===== src/rtl/pipe_ctrl_pkg.sv =====
// Shared types and helpers for the OTTER pipeline hazard controller.
// Used by pipe_hazard_ctrl and pipe_fwd_unit.
package pipe_ctrl_pkg;

   typedef enum logic {
      RUN   = 1'b0,
      DWAIT = 1'b1
   } hz_state_t;

   typedef enum logic [1:0] {
      FWD_RF    = 2'b00,
      FWD_EXMEM = 2'b01,
      FWD_MEMWB = 2'b10
   } fwd_sel_t;

   localparam logic [4:0] REG_X0 = 5'd0;

   // True when a producer writing rd feeds a source operand that is actually read.
   function automatic logic src_match(input logic [4:0] rd,
                                      input logic [4:0] rs,
                                      input logic       used);
      return (rd != REG_X0) && used && (rs == rd);
   endfunction

   function automatic logic raw_hit(input logic       wr,
                                    input logic [4:0] rd,
                                    input logic [4:0] rs1,
                                    input logic       rs1_used,
                                    input logic [4:0] rs2,
                                    input logic       rs2_used);
      return wr && (src_match(rd, rs1, rs1_used) || src_match(rd, rs2, rs2_used));
   endfunction

endpackage


===== src/rtl/pipe_fwd_unit.sv =====
// Per-operand ALU forward select: EX/MEM result beats MEM/WB result, x0 never forwards.
module pipe_fwd_unit
   import pipe_ctrl_pkg::*;
(
   input  logic [4:0] rs_i,
   input  logic [4:0] mem_rd_i,
   input  logic       mem_reg_write_i,
   input  logic [4:0] wb_rd_i,
   input  logic       wb_reg_write_i,
   output logic [1:0] sel_o
);

   fwd_sel_t sel_s;

   // Youngest in-flight producer wins.
   always_comb begin
      sel_s = FWD_RF;
      if (rs_i == REG_X0) begin
         sel_s = FWD_RF;
      end else if (mem_reg_write_i && (mem_rd_i == rs_i)) begin
         sel_s = FWD_EXMEM;
      end else if (wb_reg_write_i && (wb_rd_i == rs_i)) begin
         sel_s = FWD_MEMWB;
      end else begin
         sel_s = FWD_RF;
      end
   end

   assign sel_o = sel_s;

endmodule


===== src/rtl/pipe_hazard_ctrl.sv =====
// Hazard/stall sequencer for the 5-stage OTTER: enables, bubbles, forwarding, DMEM wait FSM.
// Optional macro PIPE_FORWARDING_EN enables operand forwarding; otherwise every RAW hazard stalls.
module pipe_hazard_ctrl
   import pipe_ctrl_pkg::*;
#(
   parameter int MAX_WAIT = 64,
   parameter int CNT_W    = 32
)
(
   input  logic             CLK,
   input  logic             RST,
   input  logic [4:0]       de_rs1,
   input  logic [4:0]       de_rs2,
   input  logic             de_rs1_used,
   input  logic             de_rs2_used,
   input  logic [4:0]       ex_rd,
   input  logic             ex_regWrite,
   input  logic             ex_memRDEN2,
   input  logic [4:0]       mem_rd,
   input  logic             mem_regWrite,
   input  logic             mem_access,
   input  logic [4:0]       wb_rd,
   input  logic             wb_regWrite,
   input  logic             ex_redirect,
   input  logic             dmem_ready,
   output logic             pc_we,
   output logic             if_de_we,
   output logic             de_ex_we,
   output logic             ex_mem_we,
   output logic             mem_wb_we,
   output logic             if_de_flush,
   output logic             de_ex_flush,
   output logic [1:0]       fwd_a_sel,
   output logic [1:0]       fwd_b_sel,
   output logic             mem_timeout,
   output logic [CNT_W-1:0] stall_cycles,
   output logic [CNT_W-1:0] redirect_count
);

   localparam int                WCNT_W   = $clog2(MAX_WAIT + 1);
   localparam logic [WCNT_W-1:0] WAIT_MAX = WCNT_W'(MAX_WAIT);

   hz_state_t         state_q;
   logic [WCNT_W-1:0] wait_cnt_q;
   logic [WCNT_W-1:0] wait_cnt_d;
   logic              mem_timeout_q;
   logic [CNT_W-1:0]  stall_cycles_q;
   logic [CNT_W-1:0]  redirect_count_q;

   logic              mem_wait_s;
   logic              ex_hit_s;
   logic              data_stall_s;
   logic [1:0]        fwd_a_calc_s;
   logic [1:0]        fwd_b_calc_s;
   logic [1:0]        fwd_a_s;
   logic [1:0]        fwd_b_s;

   assign mem_wait_s = mem_access & ~dmem_ready;
   assign ex_hit_s   = raw_hit(ex_regWrite, ex_rd, de_rs1, de_rs1_used, de_rs2, de_rs2_used);

   pipe_fwd_unit u_fwd_a (
      .rs_i            (de_rs1),
      .mem_rd_i        (mem_rd),
      .mem_reg_write_i (mem_regWrite),
      .wb_rd_i         (wb_rd),
      .wb_reg_write_i  (wb_regWrite),
      .sel_o           (fwd_a_calc_s)
   );

   pipe_fwd_unit u_fwd_b (
      .rs_i            (de_rs2),
      .mem_rd_i        (mem_rd),
      .mem_reg_write_i (mem_regWrite),
      .wb_rd_i         (wb_rd),
      .wb_reg_write_i  (wb_regWrite),
      .sel_o           (fwd_b_calc_s)
   );

`ifdef PIPE_FORWARDING_EN
   // Only a load result is too late to forward into EX.
   assign data_stall_s = ex_memRDEN2 & ex_hit_s;
   assign fwd_a_s      = fwd_a_calc_s;
   assign fwd_b_s      = fwd_b_calc_s;
`else
   logic       mem_hit_s;
   logic       wb_hit_s;
   logic [4:0] unused_fwd_s;

   // Without forwarding the consumer waits until no producer in EX, MEM or WB remains.
   assign mem_hit_s    = raw_hit(mem_regWrite, mem_rd, de_rs1, de_rs1_used, de_rs2, de_rs2_used);
   assign wb_hit_s     = raw_hit(wb_regWrite, wb_rd, de_rs1, de_rs1_used, de_rs2, de_rs2_used);
   assign data_stall_s = ex_hit_s | mem_hit_s | wb_hit_s;
   assign fwd_a_s      = FWD_RF;
   assign fwd_b_s      = FWD_RF;
   assign unused_fwd_s = {ex_memRDEN2, fwd_a_calc_s, fwd_b_calc_s};
`endif

   // Stage enables and bubbles, highest priority first: reset, memory wait, redirect, data hazard.
   always_comb begin
      pc_we       = 1'b1;
      if_de_we    = 1'b1;
      de_ex_we    = 1'b1;
      ex_mem_we   = 1'b1;
      mem_wb_we   = 1'b1;
      if_de_flush = 1'b0;
      de_ex_flush = 1'b0;
      fwd_a_sel   = fwd_a_s;
      fwd_b_sel   = fwd_b_s;
      if (RST) begin
         pc_we       = 1'b0;
         if_de_we    = 1'b0;
         de_ex_we    = 1'b0;
         ex_mem_we   = 1'b0;
         mem_wb_we   = 1'b0;
         if_de_flush = 1'b1;
         de_ex_flush = 1'b1;
         fwd_a_sel   = FWD_RF;
         fwd_b_sel   = FWD_RF;
      end else if (mem_wait_s) begin
         pc_we       = 1'b0;
         if_de_we    = 1'b0;
         de_ex_we    = 1'b0;
         ex_mem_we   = 1'b0;
         mem_wb_we   = 1'b0;
      end else if (ex_redirect) begin
         // The stalled consumer, if any, is squashed here, so no hazard stall is needed.
         if_de_flush = 1'b1;
         de_ex_flush = 1'b1;
      end else if (data_stall_s) begin
         pc_we       = 1'b0;
         if_de_we    = 1'b0;
         de_ex_flush = 1'b1;
      end else begin
         pc_we       = 1'b1;
      end
   end

   assign wait_cnt_d = (wait_cnt_q == WAIT_MAX) ? WAIT_MAX : (wait_cnt_q + WCNT_W'(1));

   // Data-memory wait FSM with saturating wait counter and sticky timeout flag.
   always_ff @(posedge CLK) begin
      if (RST) begin
         state_q       <= RUN;
         wait_cnt_q    <= '0;
         mem_timeout_q <= 1'b0;
      end else begin
         case (state_q)
            RUN: begin
               if (mem_wait_s) begin
                  state_q    <= DWAIT;
                  wait_cnt_q <= wait_cnt_d;
                  if (wait_cnt_d == WAIT_MAX) begin
                     mem_timeout_q <= 1'b1;
                  end
               end else begin
                  state_q    <= RUN;
                  wait_cnt_q <= '0;
               end
            end
            DWAIT: begin
               if (mem_wait_s) begin
                  state_q    <= DWAIT;
                  wait_cnt_q <= wait_cnt_d;
                  if (wait_cnt_d == WAIT_MAX) begin
                     mem_timeout_q <= 1'b1;
                  end
               end else begin
                  state_q    <= RUN;
                  wait_cnt_q <= '0;
               end
            end
            default: begin
               state_q    <= RUN;
               wait_cnt_q <= '0;
            end
         endcase
      end
   end

   // Performance counters; both wrap naturally at 2^CNT_W.
   always_ff @(posedge CLK) begin
      if (RST) begin
         stall_cycles_q   <= '0;
         redirect_count_q <= '0;
      end else begin
         if (!pc_we) begin
            stall_cycles_q <= stall_cycles_q + CNT_W'(1);
         end
         if (ex_redirect && !mem_wait_s) begin
            redirect_count_q <= redirect_count_q + CNT_W'(1);
         end
      end
   end

   assign mem_timeout    = mem_timeout_q;
   assign stall_cycles   = stall_cycles_q;
   assign redirect_count = redirect_count_q;

endmodule


===== config.mk =====
export PLATFORM = sky130hd
export DESIGN_NAME = pipe_hazard_ctrl
export DESIGN_NICKNAME = d
export VERILOG_FILES = /design/src/rtl/pipe_ctrl_pkg.sv /design/src/rtl/pipe_fwd_unit.sv /design/src/rtl/pipe_hazard_ctrl.sv
export SDC_FILE = /design/constraint.sdc
export NUM_CORES = 1
export LEC_CHECK = 0
export BUFFER_PORTS_ARGS = -buffer_cell sky130_fd_sc_hd__buf_2
export CAP_MARGIN = 20
export CELL_PAD_IN_SITES_DETAIL_PLACEMENT = 1
export CELL_PAD_IN_SITES_GLOBAL_PLACEMENT = 1
export CORE_ASPECT_RATIO = 1.25
export CORE_MARGIN = 1
export CORE_UTILIZATION = 34
export CTS_CLUSTER_SIZE = 20
export DETAILED_ROUTE_END_ITERATION = 6
export HOLD_SLACK_MARGIN = 0.08
export PLACE_DENSITY_LB_ADDON = 0.05
export SYNTH_ARGS = -nofsm -noshare
export SYNTH_HDL_FRONTEND = slang
export SYNTH_SLANG_ARGS = --single-unit

===== constraint.sdc =====
create_clock -name CLK -period 2 [get_ports CLK]
set_input_delay 0.1 -clock CLK [delete_from_list [all_inputs] [get_ports CLK]]
set_output_delay 0.1 -clock CLK [all_outputs]
set_load 0.02 [all_outputs]

---- Yosys cells after proc, flatten, opt, wreduce, memory -nomap -nowiden ----
Index checks and enable logic that the tools add are counted.
word-level totals
  flip-flop bits (word level) ............. 72
  output and inout port bits .............. 76
  word-level logic and storage cells ...... 61
cells by class
  add/subtract/negate cells ............... 3
  eq/ne operators ......................... 8
  mux-type cells .......................... 16
  bitwise logic cells ..................... 5
  reduce and logical (&&, ||, !) cells .... 25
operators with widths
  kind                                           count
  adder 32 x 1 -> 32 bit, second input constant  2
  equality test 5 bit                            6
  logical AND 1 bit                              16
  two-way mux 1 bit                              15
  nonzero test 5 bit                             3
  equality test 7 bit, second input constant     2
  adder 7 x 1 -> 7 bit, second input constant    1
  two-way mux 7 bit                              1
  logical OR 1 bit                               3
  inverter 1 bit                                 2
  bitwise OR 1 bit                               2
  AND reduction 2 bit                            1
  OR reduction 2 bit                             1
  AND 1 bit                                      1
  logical NOT 1 bit                              1

---- Depth between registers and ports, before layout ----
  depth in word-level cells ............... 11
  gate-level depth with buffers ........... 10
  mapped depth without buffers ............ 7

---- Least setup slack after synthesis ----
Ideal clock, no wire load.
  path kind ............................... flip-flop to flip-flop
  start ................................... reg stall_cycles_q[3] (netlist: stall_cycles[3])
  end ..................................... reg stall_cycles_q[31] (netlist: stall_cycles[31])
  data arrival time ....................... 2.178 ns
  required time ........................... 1.885 ns
  setup slack ............................. -0.293 ns
  cell stages (with the launch flop) ...... 8
  buffers on the path ..................... 0
  path through ............................ dfxtp_1 and4_1 and3_2 and4_1 nand4_2 or3_4 o31a_1 o21a_1
between the ends
  longest elaborated chain between the ends .. 1
RTL lines
  element                 RTL line                 RTL
  start, declared         pipe_hazard_ctrl.sv:47   logic [CNT_W-1:0] stall_cycles_q;
  start signal, assigned  pipe_hazard_ctrl.sv:187  stall_cycles_q <= stall_cycles_q + CNT_W'(1);
  adder 32 x 1 -> 32 bit  pipe_hazard_ctrl.sv:187
No other way between the ends.
A chain may end at the register's enable or synchronous reset.

---- Worst setup path in the final report ----
  start ................................... reg stall_cycles_q[3] (netlist: stall_cycles[3])
  end ..................................... reg stall_cycles_q[29] (netlist: stall_cycles[29])
The elaborated chain is that of the path after synthesis.

==> flow_summary.json <==
{
  "status": "finished with violations",
  "violations": "DRC, setup timing",
  "synth.distinct_cells": 49,
  "r2r_cells": 7,
  "avgSynthCellArea_sq_um": 8.36,
  "clock-sinks": 72,
  "synth_top_area_frac": 0.368,
  "hold_viol": 0,
  "grt_pass1_wl_microns": 19300,
  "drc": 8,
  "leakage_nw": 2.31,
  "fin_nets": 665,
  "routed_wl_microns": 11900,
  "synth-seq-cells": 72,
  "grt-ovfl-total": 0,
  "drtIter0Drc": 88,
  "antenna_found_initial": 0,
  "port_buffers": 106,
  "fill_cells": 1372,
  "htreeDepth": 3,
  "post_dp_cell_area_sq_um": 4980,
  "drt_pass1_iterations": 6,
  "syn_inst": 469,
  "routedWlPerCell_microns": 15.6,
  "ant_nets": 0,
  "synthMuxAreaShare": 0.00543,
  "synth_top_family_by_area": "simple AND/OR/NAND/NOR gates",
  "multi_input_area_sq_um": 2410,
  "worstSetupPathType": "reg -> reg",
  "worstPathMaxFanout": 6,
  "cp_num_cells": 7,
  "design_area_sq_um": 5420,
  "drive_gt1_frac": 0.354,
  "cp-end-kind": "register",
  "cts.path.max_buffers": 2,
  "dp_slack_ps": -252,
  "ys_seq_area_frac": 0.368,
  "max_freq_mhz": 495,
  "rsz0062_at_grt": "true",
  "dieWidth_microns": 98.0,
  "synth_xor_area_frac": 0.139,
  "period_minus_slack_ps": 2020,
  "netlist_area_sq_um": 3920,
  "hold-worst-slack_ps": 277,
  "core_area_sq_um": 11100,
  "regArea_sq_um": 1470,
  "slowest_stage": "or3_4",
  "synth_edf_count": 0,
  "peakVddDrop_mv": 0.458,
  "dpl.hpwl_microns": 9050,
  "finalCritPeriodShare": 1.01,
  "grt_max_degree": 59,
  "startpoint_type": "register",
  "insertion_delay_ps": 340,
  "arrival_ps": 2250,
  "setup_violations": 2,
  "max-cap-violations": 0,
  "worstPathRequired_ps": 2230,
  "cts_tree": "yes",
  "area_growth_pct": 38.2,
  "cts_buffers": 9,
  "vias": 4039,
  "slowest_delay_ps": 380,
  "vias_per_cell": 5.28,
  "synthSimpleGateAreaFrac": 0.294,
  "path_delay_family": "simple AND/OR/NAND/NOR gates",
  "rows": 43,
  "crit_buf_inv": 0,
  "clk_pin_slew_ps": 60,
  "root_buffer": "clkbuf_16",
  "slew_headroom": 0.574,
  "gr-usage-all-layers": 0.201,
  "cp_cell_sequence": "and4_1 -> and3_4 -> and4_4 -> nand4_4 -> or3_4 -> o31a_1 -> o21a_1",
  "io_pins": 112,
  "hold_depth": 5,
  "initial_core_util": 0.352,
  "setup_ws_ps": -22.0,
  "async_flop_share": 0,
  "drv_slew": 0,
  "die_area_sq_um": 12000,
  "synth_area_leader_cell": "dfxtp_1",
  "synthAdderAreaFrac": 0.0128,
  "die_height_microns": 122,
  "synth.top_cells.by_area": "dfxtp_1, xor2_1, nor2_1",
  "worst_pin_slew_ps": 639,
  "gp_congestion": 0.840,
  "powerDensity_nw_per_um2": 648,
  "hold_buffers": 0,
  "yosysWarnings": 0,
  "fin_skew_ps": 6.70,
  "synth_flop_cell": "dfxtp_1",
  "grt_pass1_vias": 4054,
  "synth-compound-area-share": 0.135,
  "hold_path_class": "in -> reg",
  "diodes": 0
}
flip-flops by register name, summed over array words and instances (netlist names):
signal          cells
wait_cnt_q          7
mem_timeout         1
stall_cycles       32
redirect_count     32
routing by layer:
layer | GRT usage | up-vias | wire length (microns)
li1 | - | 1997 | -
met1 | 0.218 | 1963 | 5000
met2 | 0.393 | 70 | 6370
met3 | 0.0407 | 9 | 421
met4 | 0.0540 | 0 | 106
met5 | 0 | - | 0
final cells by class:
type	count	share of cell area
multi-input cells	367	0.445
clock inverters	6	0.0171
inverters	8	0.00555
well taps	135	0.0312
clock buffers	10	0.0423
flip-flops and latches	72	0.271
repair buffers	167	0.187
synthesized netlist by cell type, types with 2 or more instances:
| cell type | n |
|---|---|
| a21oi_1 | 26 |
| a31oi_1 | 2 |
| and2_1 | 5 |
| and3_1 | 19 |
| and4_1 | 8 |
| buf_2 | 4 |
| buf_4 | 9 |
| buf_6 | 2 |
| clkbuf_1 | 9 |
| dfxtp_1 | 72 |
| ha_1 | 4 |
| inv_1 | 8 |
| nand2_1 | 38 |
| nand3_1 | 21 |
| nand4_1 | 14 |
| nor2_1 | 46 |
| nor2b_1 | 2 |
| nor3_1 | 4 |
| nor4_1 | 14 |
| o21a_1 | 9 |
| o21ai_0 | 21 |
| o21ai_1 | 2 |
| o31a_1 | 7 |
| o31ai_1 | 9 |
| or2_2 | 2 |
| or3_1 | 15 |
| or4_1 | 15 |
| xnor2_1 | 17 |
| xor2_1 | 45 |
layout by cell type (no fill, tap or decap), types with 11 or more instances in the layout:
| cell type | n |
|---|---|
| buf_2 | 106 |
| nand2_1 | 36 |
| a21oi_1 | 26 |
| or4_1 | 14 |
| nor2_1 | 45 |
| xor2_1 | 45 |
| nor4_1 | 13 |
| o21ai_0 | 19 |
| xnor2_1 | 17 |
| nand3_1 | 18 |
| or3_1 | 15 |
| and3_1 | 16 |
| nand4_1 | 14 |
| dfxtp_2 | 11 |
| buf_4 | 59 |
| dfxtp_1 | 57 |
worst register-to-register path, delay by kind of cell (launching register included):
family	cells	cell delay (ps)
compound gates	2	430
simple gates	5	1140
flops	1	340
power breakdown:
| group | total [W] | internal [W] | leakage, nW | switching [W] |
|---|---|---|---|---|
| combinational | 0.000301 | 0.000122 | 1.58 | 0.000179 |
| clock | 0.00175 | 0.00110 | 0.149 | 0.000653 |
| sequential | 0.00145 | 0.00144 | 0.589 | 0.0000137 |
timing repair:
action                     4_1_cts  5_1_grt
buffers inserted                 1        3
resized for setup                5       16
pin swaps                        8        9
setup endpoints to repair        7       13
metrics by stage:
stage               instances  power, W  TNS [ps]  utilization
detailed placement        745   0.00179     -4310        0.448
global placement          745   0.00178     -3250        0.448
global route              765   0.00362      -397        0.486
finish                    765   0.00351     -22.5        0.486
CTS                       762   0.00354      -231        0.478
floorplan                 472   0.00166      -208            -
cell families (layout without fill, tap and decap cells):
logic type / Yosys count / after routing
adders and majority gates: 4 / 4
xor gates and xnor gates: 62 / 62
muxes: 2 / 2
DFF: 72 / 72
and+or+nand+nor: 211 / 211
buffers and inverters: 33 / 191
AOI/OAI and AO/OA: 84 / 84
other: 1 / 4
worst paths after layout:
check / slack (ps) / to / startpoint
worst max-delay path: -20 / stall_cycles[29]$_SDFFE_PP0N_ / stall_cycles[3]$_SDFFE_PP0N_
worst min-delay path: 280 / wait_cnt_q[0]$_SDFF_PP0_ / dmem_ready
worst max register to register: -20 / stall_cycles[29]$_SDFFE_PP0N_ / stall_cycles[3]$_SDFFE_PP0N_
worst min register to register: 480 / mem_timeout$_SDFFE_PP0P_ / mem_timeout$_SDFFE_PP0P_
Power figures use the tool's default switching activity.
